## src/rtl/nasti_bram_arb_pkg.sv

```systemverilog
// Shared types and helpers for the NASTI BRAM arbiter: round-robin pick,
// one-hot/index conversion and pointer advance, sized for up to MAX_REQ requesters.
package nasti_bram_arb_pkg;

  localparam int MAX_REQ   = 8;
  localparam int IDX_WIDTH = $clog2(MAX_REQ);

  typedef logic [MAX_REQ-1:0]   req_vec_t;
  typedef logic [IDX_WIDTH-1:0] req_idx_t;

  // First valid requester at or after ptr, wrapping at n-1 -> 0; one-hot or zero.
  function automatic req_vec_t rr_pick(input req_vec_t valid, input req_idx_t ptr, input int n);
    req_vec_t grant;
    logic     found;
    int       sum;
    req_idx_t sel;
    grant = '0;
    found = 1'b0;
    for (int k = 0; k < MAX_REQ; k++) begin
      if (k < n) begin
        sum = int'(ptr) + k;
        if (sum >= n) sum = sum - n;
        sel = req_idx_t'(sum);
        if (!found && valid[sel]) begin
          grant[sel] = 1'b1;
          found      = 1'b1;
        end
      end
    end
    return grant;
  endfunction

  // Index of the set bit in a one-hot vector (zero when none set).
  function automatic req_idx_t onehot_to_idx(input req_vec_t oh);
    req_idx_t idx;
    idx = '0;
    for (int i = 0; i < MAX_REQ; i++) begin
      if (oh[i]) idx = idx | req_idx_t'(i);
    end
    return idx;
  endfunction

  function automatic req_vec_t idx_to_onehot(input req_idx_t idx);
    return req_vec_t'(1) << idx;
  endfunction

  // (i + 1) mod n
  function automatic req_idx_t next_idx(input req_idx_t i, input int n);
    if (int'(i) >= n - 1) return '0;
    return i + req_idx_t'(1);
  endfunction

endpackage

```

## src/rtl/nasti_bram_arbiter_rr.sv

```systemverilog
// Purely combinational round-robin arbiter: one-hot grant of the first valid
// requester searching upward from ptr.
module rr_arbiter
  import nasti_bram_arb_pkg::*;
#(
  parameter int NUM_REQ = 2
) (
  input  logic [NUM_REQ-1:0]   valid,
  input  logic [IDX_WIDTH-1:0] ptr,
  output logic [NUM_REQ-1:0]   grant
);

  // Pad to the package width, pick, and trim back to NUM_REQ.
  always_comb begin
    grant = NUM_REQ'(rr_pick(req_vec_t'(valid), ptr, NUM_REQ));
  end

endmodule

```

## src/rtl/nasti_bram_arbiter.sv

```systemverilog
// Shares one single-port, one-cycle-latency BRAM between NUM_REQ requesters.
// Round-robin grant, optional grant locking (bounded by LOCK_MAX), and read
// data routed back to the issuing requester with a one-cycle strobe.
module nasti_bram_arbiter
  import nasti_bram_arb_pkg::*;
#(
  parameter int NUM_REQ         = 2,
  parameter int DATA_WIDTH      = 32,
  parameter int BRAM_ADDR_WIDTH = 16,
  parameter int LOCK_MAX        = 16
) (
  input  logic                                 aclk,
  input  logic                                 aresetn,
  input  logic [NUM_REQ-1:0]                   req_valid,
  output logic [NUM_REQ-1:0]                   req_ready,
  input  logic [NUM_REQ-1:0]                   req_lock,
  input  logic [NUM_REQ*DATA_WIDTH/8-1:0]      req_we,
  input  logic [NUM_REQ*BRAM_ADDR_WIDTH-1:0]   req_addr,
  input  logic [NUM_REQ*DATA_WIDTH-1:0]        req_wrdata,
  output logic [NUM_REQ-1:0]                   rsp_valid,
  output logic [DATA_WIDTH-1:0]                rsp_data,
  output logic                                 bram_clk,
  output logic                                 bram_rst,
  output logic                                 bram_en,
  output logic [DATA_WIDTH/8-1:0]              bram_we,
  output logic [BRAM_ADDR_WIDTH-1:0]           bram_addr,
  output logic [DATA_WIDTH-1:0]                bram_wrdata,
  input  logic [DATA_WIDTH-1:0]                bram_rddata
);

  localparam int STRB_WIDTH = DATA_WIDTH / 8;
  localparam int CNT_WIDTH  = $clog2(LOCK_MAX + 1);

  logic [IDX_WIDTH-1:0] rr_ptr;
  logic [IDX_WIDTH-1:0] lock_owner;
  logic [IDX_WIDTH-1:0] rsp_owner;
  logic [IDX_WIDTH-1:0] grant_idx;
  logic [CNT_WIDTH-1:0] lock_cnt;
  logic                 locked;
  logic                 rsp_pending;
  logic [NUM_REQ-1:0]   rr_grant;
  logic                 any_accept;
  logic                 lock_req;

  assign bram_clk = aclk;
  assign bram_rst = ~aresetn;

  rr_arbiter #(.NUM_REQ(NUM_REQ)) u_rr (
    .valid (req_valid),
    .ptr   (rr_ptr),
    .grant (rr_grant)
  );

  // Grant selection: the lock owner while locked, otherwise round-robin; nothing in reset.
  // NOTE: every output of an always_comb gets a default first so no path leaves it unassigned (no latch).
  always_comb begin
    req_ready = '0;
    if (aresetn) begin
      req_ready = locked ? NUM_REQ'(idx_to_onehot(lock_owner)) : rr_grant;
    end
    any_accept = |(req_valid & req_ready);
    grant_idx  = onehot_to_idx(req_vec_t'(req_ready));
    // req_ready is one-hot, so this is req_lock of the granted (or owning) requester.
    lock_req   = |(req_lock & req_ready);
  end

  // BRAM command mux from the granted requester; strobes only on an accepted access.
  always_comb begin
    bram_en     = any_accept;
    bram_we     = '0;
    bram_addr   = '0;
    bram_wrdata = '0;
    for (int i = 0; i < NUM_REQ; i++) begin
      if (req_ready[i]) begin
        bram_addr   = req_addr[i*BRAM_ADDR_WIDTH +: BRAM_ADDR_WIDTH];
        bram_wrdata = req_wrdata[i*DATA_WIDTH +: DATA_WIDTH];
        if (req_valid[i]) bram_we = req_we[i*STRB_WIDTH +: STRB_WIDTH];
      end
    end
  end

  // Round-robin pointer and grant lock state.
  // NOTE: state registers use non-blocking assignments so every flop samples pre-edge values.
  always_ff @(posedge aclk or negedge aresetn) begin
    if (!aresetn) begin
      rr_ptr     <= '0;
      locked     <= 1'b0;
      lock_owner <= '0;
      lock_cnt   <= '0;
    end else if (any_accept) begin
      if (!locked) begin
        rr_ptr <= next_idx(grant_idx, NUM_REQ);
        // With LOCK_MAX of 1 the first grant already exhausts the lock, so never take it.
        if (lock_req && (LOCK_MAX > 1)) begin
          locked     <= 1'b1;
          lock_owner <= grant_idx;
          lock_cnt   <= CNT_WIDTH'(1);
        end
      end else if (lock_req && (lock_cnt != CNT_WIDTH'(LOCK_MAX - 1))) begin
        lock_cnt <= lock_cnt + CNT_WIDTH'(1);
      end else begin
        // Owner released, or this grant reaches LOCK_MAX: hand the BRAM on.
        locked   <= 1'b0;
        lock_cnt <= '0;
        rr_ptr   <= next_idx(grant_idx, NUM_REQ);
      end
    end else if (locked && !lock_req) begin
      // Owner dropped req_lock on an idle cycle.
      locked   <= 1'b0;
      lock_cnt <= '0;
      rr_ptr   <= next_idx(lock_owner, NUM_REQ);
    end
  end

  // Read-response tracking: remember who issued the read accepted this cycle.
  always_ff @(posedge aclk or negedge aresetn) begin
    if (!aresetn) begin
      rsp_pending <= 1'b0;
      rsp_owner   <= '0;
    end else begin
      rsp_pending <= any_accept && (bram_we == '0);
      if (any_accept) rsp_owner <= grant_idx;
    end
  end

  // Response strobe from registered state; data straight from the BRAM output.
  always_comb begin
    rsp_valid = rsp_pending ? NUM_REQ'(idx_to_onehot(rsp_owner)) : '0;
    rsp_data  = bram_rddata;
  end

endmodule

```

## config.mk

```make
export PLATFORM = sky130hd
export DESIGN_NAME = nasti_bram_arbiter
export DESIGN_NICKNAME = d
export VERILOG_FILES = /design/src/rtl/nasti_bram_arb_pkg.sv /design/src/rtl/nasti_bram_arbiter_rr.sv /design/src/rtl/nasti_bram_arbiter.sv
export SDC_FILE = /design/constraint.sdc
export NUM_CORES = 1
export LEC_CHECK = 0
export ABC_AREA = 0
export BUFFER_PORTS_ARGS = -buffer_cell sky130_fd_sc_hd__buf_2
export CORE_AREA = 2 2 90 92
export CTS_CLUSTER_SIZE = 8
export DETAILED_ROUTE_END_ITERATION = 7
export DIE_AREA = 0 0 92 94
export HOLD_SLACK_MARGIN = 0.08
export SETUP_SLACK_MARGIN = 0.15
export SLEW_MARGIN = 25
export SYNTH_ARGS = -nofsm -noshare
export SYNTH_HDL_FRONTEND = slang
export SYNTH_SLANG_ARGS = --single-unit
```

## constraint.sdc

```tcl
create_clock -name aclk -period 4 [get_ports aclk]
set_clock_uncertainty 0.15 [all_clocks]
set_input_delay 0.6 -clock aclk [delete_from_list [all_inputs] [get_ports aclk]]
set_output_delay 0.6 -clock aclk [all_outputs]
set_load 0.05 [all_outputs]
```

==> results of run 1 <==
through the flow:
step	cells	utilization, %	total power, mW
global route	406	29.1	1.02
floorplan	174	-	0.711
finish	406	29.1	0.969
global placement	398	27.7	0.759
detailed placement	398	27.7	0.764
CTS	406	29.1	0.979
final cells by class:
cell class / count / share of cell area (%)
multi-input cells: 112 / 39.0
inverters: 5 / 0.847
clock buffers: 8 / 4.58
repair buffers: 169 / 38.5
flip-flops and latches: 10 / 11.3
well taps: 102 / 5.76
synth_stat cells (4+ instances only):
cell,instances
sky130_fd_sc_hd__a21oi_1,6
sky130_fd_sc_hd__a22o_1,53
sky130_fd_sc_hd__buf_2,7
sky130_fd_sc_hd__buf_4,35
sky130_fd_sc_hd__dfrtp_1,10
sky130_fd_sc_hd__inv_1,4
sky130_fd_sc_hd__nand2_1,8
sky130_fd_sc_hd__nor2b_1,4
sky130_fd_sc_hd__o21ai_1,4
per-layer routing:
layer	vias up	GRT usage, %	wire (µm)
li1	891	-	-
met1	883	13.6	2240
met2	97	20.0	2830
met3	6	2.41	471
met4	0	4.10	40
met5	-	0	0
power groups by stage:
stage          Clock (mW)  Sequential, mW  Combinational [mW]
6_report            0.255           0.149               0.565
5_1_grt             0.269           0.153               0.598
4_1_cts             0.261           0.149               0.569
3_5_place_dp       0.0477           0.150               0.567
3_3_place_gp       0.0477           0.150               0.561
2_1_floorplan      0.0539           0.141               0.515
worst paths after layout:
check / end / cells after the start / start / slack (ns)
min in group asynchronous: lock_cnt[3] / 2 / aresetn / 0.54
worst max register to register: lock_owner[0] / 4 / locked / 1.85
worst min register to register: rsp_owner[0] / 2 / rsp_owner[0] / 0.36
worst min-delay path: rsp_owner[0] / 2 / rsp_owner[0] / 0.36
worst max-delay path: bram_wrdata[4] / 5 / aresetn / 0.38
max in group asynchronous: lock_cnt[0] / 2 / aresetn / 2.89
layout by cell type, fill, tap and decap left out, drive strengths merged:
cell	netlist	final
a21oi	7	7
o221ai	2	2
nand2b	4	4
a2bb2oi	2	2
and2	3	3
nor2	4	4
a31oi	1	1
nor2b	4	4
a221oi	1	1
ha	2	2
nor3b	1	1
nand3	3	3
dlygate4sd3	0	1
o211ai	2	2
a22o	53	53
inv	5	5
buf	45	169
a211o	1	1
mux2	1	1
clkbuf	2	7
o31ai	1	1
nor3	2	2
a221o	1	1
a21boi	2	2
dfrtp	10	10
o21ai	4	4
and3	1	1
nor4	2	2
nand2	8	8
cells by family after synthesis:
family | count (synthesis) | share of synthesized area, %
muxes | 1 | 0.781
DFF | 10 | 17.3
buffers and inverters | 52 | 23.2
AOI/OAI and AO/OA | 77 | 44.8
adders and majority gates | 2 | 1.73
and+or+nand+nor | 32 | 12.1
critical path, cell delays in order:
cell                            delay [ns]
sky130_fd_sc_hd__dlygate4sd3_1        0.51
sky130_fd_sc_hd__buf_2                0.33
sky130_fd_sc_hd__and2_2               0.82
sky130_fd_sc_hd__a22o_1               0.28
sky130_fd_sc_hd__buf_2                0.27
state kept, by name (all words and copies together), names as in the netlist:
signal       flops
rsp_pending      1
locked           1
rr_ptr           1
lock_owner       1
rsp_owner        1
lock_cnt         5
timing repair:
action,CTS,global route
hold buffers,1,0
setup endpoints to repair,0,0
hold endpoints to repair,10,0
==> summary.txt, run 1 <==
Timing
  • Endpoints failing hold: 0
  • Highest clock frequency the design can meet: 0.276 GHz
  • Least-Margin Pin Slew: just over 0.9 ns
  • Max_slew headroom: 39.0%
  • Number of setup violations in the final report: 0
  • Min cycle time layout: 3.62 ns
  • RSZ-0062 raised after global routing: no
  • Setup TNS: 0 ns
  • Max-slew violations: 0
  • Final worst slack: 0.382 ns
  • Final worst path period share: 90.4%
  • Hold Slack: about 0.36 ns

Logic synthesis
  • Seq/Total Area, Yosys: 17.3%
  • Mapped Avg Cell Area: 8.29 µm²
  • Top_reg_cell synth: sky130_fd_sc_hd__dfrtp_1
  • Yosys reg bits: 10
  • Number of synthesized flops with an enable pin: 0
  • Leading area contributor after synthesis: sky130_fd_sc_hd__a22o_1
  • Synth Instances: 174
  • Unique masters post-synth: 38
  • Synth warnings: 0
  • Area share of the leading cell type in the synthesized netlist: about a third
  • Combined area of all synthesized cells: 1440 µm²
  • Async SR Flop Fraction: 100%
  • Dominant cells by area after synthesis: sky130_fd_sc_hd__a22o_1 (32%), sky130_fd_sc_hd__buf_4 (18%), sky130_fd_sc_hd__dfrtp_1 (17%)
  • Synthesized net count: 318

Die
  • Die Area: just under 9000 µm²
  • Die width: around 92 µm
  • Height of the chip: 94 µm
  • Std-Cell Core Area: 7610 µm²
  • Starting density of the core: 19.0%
  • Number of primary I/O pins: 233
  • Number of placement rows: 32

Route
  • Sum of routed wire length over all layers: 5.58 mm
  • DRC Markers: 0
  • Initial drt markers: 72
  • Number of search-and-repair iterations in the first detailed-routing pass: 4
  • Final routed wire length divided by cell count: between 10 and 15 µm
  • Vias after detailed routing: 1877
  • Via density: 4.62
  • Residual antenna-violating net count after detailed routing: 0

Power and ir drop
  • Part of the total power dissipated in the clock network: 26.4%
  • Switch share: a little over half
  • Proportion of power drawn by combinational gates: 58.3%
  • Static power due to leakage: 1.26 nW
  • VDD IR-drop max: 400 µV
  • Power dissipated by switching net loads: 0.518 mW
  • Sequential Power Share: 15.4%
  • Cell-internal power: 0.450 mW
  • Power per Cell Area: 437 nW/µm²

Cells and area
  • Final design area excluding fillers: about 2200 µm²
  • Layout area overhead: 53.5%
  • Antenna diode count: 0
  • Filler Cell Count: 833
  • Final net count: 449
  • Layout cells sized above 1: 60.9%
  • Footprint of the multi-input gates: 863 µm²
  • Area occupied by registers: 250 µm²

CTS
  • Resized cells post-CTS: 0
  • Register clock-pin slew on the reported worst setup and hold paths: 0.05 ns
  • Setup bufs post-CTS: 0
  • Clock tree from TritonCTS: done
  • Worst skew pair latency: 0.35 ns

Placed design
  • Post-placement worst setup slack: 0.770 ns
  • Placed standard-cell area: 2110 µm²
  • Post-detail-place hpwl: 4.54 mm
  • Count of port buffers added during placement: approximately 170
  • Placer Congestion: 0.813

Worst setup path
  • Critical Setup Path Class: in2out
  • Critical path startpoint category: input pin
  • Arrival time at the worst endpoint: 2.87 ns
  • Element type at the critical path end: primary output
  • Data required time of the critical path: 3.25 ns
  • CP Max Fanout: 50

Global routing
  • Global-route wire length before repair: ~8 mm
  • Leftover overflow at the end of global routing: 0
  • Global-route usage over all layers: between 10% and 20%
  • Largest net degree at the start of global routing: 51
  • Antenna violations before repair: 0
  • Via count of the first global-routing pass: 1664

Run
  • Count of max-cap constraint violations: 0

Worst hold path
  • Path class of the lowest-slack min-delay path: reg2reg

Status
  • Outcome: completed
Power figures use the tool's default switching activity.
==> run 2, diff against run 1 <==
- ABC_AREA: 0 -> 1
- CAP_MARGIN: unset -> 30
==> run 2 against run 1 <==
  * Core utilization rose by 0.23 points
  * Register-to-register slack improved by 0.12 ns
  * Synthesized area increased by 3.1%
  * Sequential share of layout area down 0.089 points
  * Synthesized cell count grew 14%
  * Global-route usage hardly changed
  * Clock power decreased by 8.6%
  * Sequential power grew 10%
  * Die area unchanged
  * First-iteration DRC count down 56%
  * Critical path depth is 3 higher
  * Worst setup slack better by 0.056 ns
  * Critical path type unchanged
  * Critical endpoint is now bram_wrdata[7]
==> summary.txt, run 2 <==
Power and ir drop
  • Proportion of power drawn by combinational gates: 66.5%
  • Sequential Power Share: 13.8%
  • Total power: 1.18 mW
  • Power dissipated by switching net loads: 0.708 mW
  • Power per Cell Area: 530 nW/µm²
  • Switch share: around three fifths
  • Static power due to leakage: ~1.4 nW
  • VDD IR-drop max: ~390 µV
  • Part of the total power dissipated in the clock network: roughly a fifth
  • Cell-internal power: 0.476 mW

Cells and area
  • Most used cells in the layout excluding fill and tap cells: sky130_fd_sc_hd__buf_2 (168), sky130_fd_sc_hd__a22o_1 (48), sky130_fd_sc_hd__nand2_1 (19)
  • Final design area excluding fillers: 2230 µm²
  • Non-filler cells in the finished layout: 431
  • Number of flip-flops under the largest register name: 5
  • Antenna diode count: 0
  • Most frequent standard cell in the layout excluding fill and tap cells: sky130_fd_sc_hd__buf_2
  • Final net count: 475
  • Top reg by flops: lock_cnt
  • Layout cells sized above 1: 57.8%
  • Layout area overhead: 50.0%
  • Utilization after layout: about 29%

Worst hold path
  • Path class of the lowest-slack min-delay path: reg2reg

Timing
  • Endpoints failing hold: 0
  • Max_slew headroom: roughly 43%
  • Final worst slack: 0.438 ns
  • Highest clock frequency the design can meet: 0.281 GHz
  • Least-Margin Pin Slew: 0.858 ns
  • Hold Slack: 0.352 ns
  • Min cycle time layout: 3.56 ns
  • Max-slew violations: 0
  • Setup TNS: 0 ns
  • RSZ-0062 raised after global routing: no
  • Number of setup violations in the final report: 0
  • Final worst path period share: 89.0%

Logic synthesis
  • Main combinational cell family by area after synthesis: compound AO/OA/AOI/OAI gates
  • Yosys reg bits: 10
  • Number of synthesized flops with an enable pin: 0
  • Leading area contributor after synthesis: sky130_fd_sc_hd__a22o_1
  • Synth warnings: 0
  • Synthesized net count: 342
  • Compound-gate portion of the synthesized area: 32.8%
  • Mapped Avg Cell Area: 7.51 µm²
  • Most used standard cells in the synthesized netlist: sky130_fd_sc_hd__a22o_1 (48), sky130_fd_sc_hd__buf_4 (34), sky130_fd_sc_hd__nand2_1 (19), sky130_fd_sc_hd__inv_1 (18), sky130_fd_sc_hd__nand3_1 (15)
  • Post-synthesis simple-gate area fraction: 19.7%
  • Area share of the leading cell type in the synthesized netlist: 28.3%
  • Cell with the most instances after synthesis: sky130_fd_sc_hd__a22o_1
  • Unique masters post-synth: 24
  • Seq/Total Area, Yosys: around 17%
  • Combined area of all synthesized cells: roughly 1500 µm²
  • Multiplexer area fraction after synthesis: 0%
  • Synth Instances: roughly 200
  • Async SR Flop Fraction: 100%
  • Share of synthesized cell area in full adder, half adder and majority cells: 1.68%
  • Dominant cells by area after synthesis: sky130_fd_sc_hd__a22o_1 (28%), sky130_fd_sc_hd__buf_4 (17%), sky130_fd_sc_hd__dfrtp_1 (17%)
  • Share of the synthesized netlist area taken by xor and xnor gates: 1.18%
  • Top_reg_cell synth: sky130_fd_sc_hd__dfrtp_1

Worst setup path
  • Element type at the critical path end: primary output
  • Data required time of the critical path: 3.25 ns
  • Critical Setup Path Class: in2out
  • Arrival time at the worst endpoint: 2.81 ns
  • CP Max Fanout: 49
  • Critical path startpoint category: input pin

Placed design
  • Placer Congestion: about 0.7
  • Post-placement worst setup slack: between 0.8 and 0.9 ns
  • Placed Cells incl. Taps: roughly 420
  • Post-detail-place hpwl: 4.52 mm
  • Placed standard-cell area: 2140 µm²
  • Count of port buffers added during placement: approximately 170

CTS
  • Clock tree from TritonCTS: done
  • Setup bufs post-CTS: 0
  • Worst skew pair latency: 0.34 ns
  • Register clock-pin slew on the reported worst setup and hold paths: 0.05 ns

Route
  • DRC Markers: 0
  • Sum of routed wire length over all layers: roughly 5.6 mm
  • Residual antenna-violating net count after detailed routing: 0
  • Initial drt markers: 32
  • Via density: 4.42
  • Vias after detailed routing: 1905
  • Final routed wire length divided by cell count: 12.9 µm
  • Number of search-and-repair iterations in the first detailed-routing pass: 4

Global routing
  • Global-route usage over all layers: between 10% and 20%
  • Antenna violations before repair: 0
  • Via count of the first global-routing pass: about 1.7k
  • Largest net degree at the start of global routing: 51
  • Global-route wire length before repair: 7.95 mm
  • Leftover overflow at the end of global routing: 0

Die
  • Std-Cell Core Area: 7610 µm²
  • Number of placement rows: 32
  • Number of primary I/O pins: between 200 and 250
  • Die Area: 8650 µm²
  • Starting density of the core: 19.6%
  • Die width: 92 µm
  • Height of the chip: 94 µm

Run
  • Count of max-cap constraint violations: 0

Status
  • Outcome: completed
==> run 2: cell count changes after synthesis, moves of 4 or more <==
cell                      delta
sky130_fd_sc_hd__nand2_1    +11
sky130_fd_sc_hd__inv_2       +4
sky130_fd_sc_hd__a22o_1      -5
sky130_fd_sc_hd__nand2_4     +4
sky130_fd_sc_hd__nand4_1     +6
sky130_fd_sc_hd__inv_1      +14
sky130_fd_sc_hd__o21ai_1     +5
sky130_fd_sc_hd__nor2b_1     -4
sky130_fd_sc_hd__nand3_1    +12
sky130_fd_sc_hd__a21oi_1     -6
==> run 2: final timing paths <==
| check | startpoint | endpoint | slack [ns] | depth (start not counted) |
|---|---|---|---|---|
| setup / recovery | aresetn | bram_wrdata[7] | 0.44 | 8 |
| max in group asynchronous | aresetn | lock_cnt[4] | 2.91 | 2 |
| hold reg to reg | rr_ptr[0] | rr_ptr[0] | 0.35 | 2 |
| setup reg to reg | locked | lock_owner[0] | 1.97 | 7 |
| hold / removal | rr_ptr[0] | rr_ptr[0] | 0.35 | 2 |
| min in group asynchronous | aresetn | rsp_owner[0] | 0.54 | 2 |
==> run 2: what timing repair did <==
item | 4_1_cts | 5_1_grt
hold buffers | 1 | 0
resized for setup | 0 | 1
setup endpoints to repair | 0 | 9
hold endpoints to repair | 10 | 0
==> run 2: cell type report <==
cell class,instances,area (µm²)
Fill cell,820,5380
Timing Repair Buffer,168,846
Multi-Input combinational cell,119,823
Sequential cell,10,250
Tap cell,102,128
Inverter,25,97.6
Clock buffer,7,87.6
==> run 2: cell families after synthesis <==
family | count (synthesis)
adder cells (fa/ha/maj) | 2
flip-flops | 10
AND/OR/NAND/NOR | 55
XOR/XNOR | 2
buffers and inverters | 69
AO/OA/AOI/OAI | 60
==> run 2: layer usage <==
metal	GRT usage [%]	up-vias	part of all wire, %
met1	12.7	846	38
met2	20.3	115	50
met3	3.13	11	10
met4	4.85	0	1.9
li1	-	933	-
met5	0	-	0
==> run 2: power groups by stage <==
stage | registers [mW] | clock network, mW | logic (mW)
after floorplan | 0.149 | 0.0539 | 0.717
after global placement | 0.164 | 0.0477 | 0.785
after detailed placement | 0.165 | 0.0477 | 0.791
after CTS | 0.164 | 0.236 | 0.793
after global routing | 0.170 | 0.242 | 0.836
final | 0.164 | 0.233 | 0.787
==> run 2: worst max-delay path: stages <==
cell	delay, ns
sky130_fd_sc_hd__dlygate4sd3_1	0.52
sky130_fd_sc_hd__buf_2	0.31
sky130_fd_sc_hd__inv_2	0.07
sky130_fd_sc_hd__a21oi_2	0.17
sky130_fd_sc_hd__nand3_1	0.11
sky130_fd_sc_hd__clkinv_2	0.45
sky130_fd_sc_hd__a22o_1	0.27
sky130_fd_sc_hd__buf_2	0.27
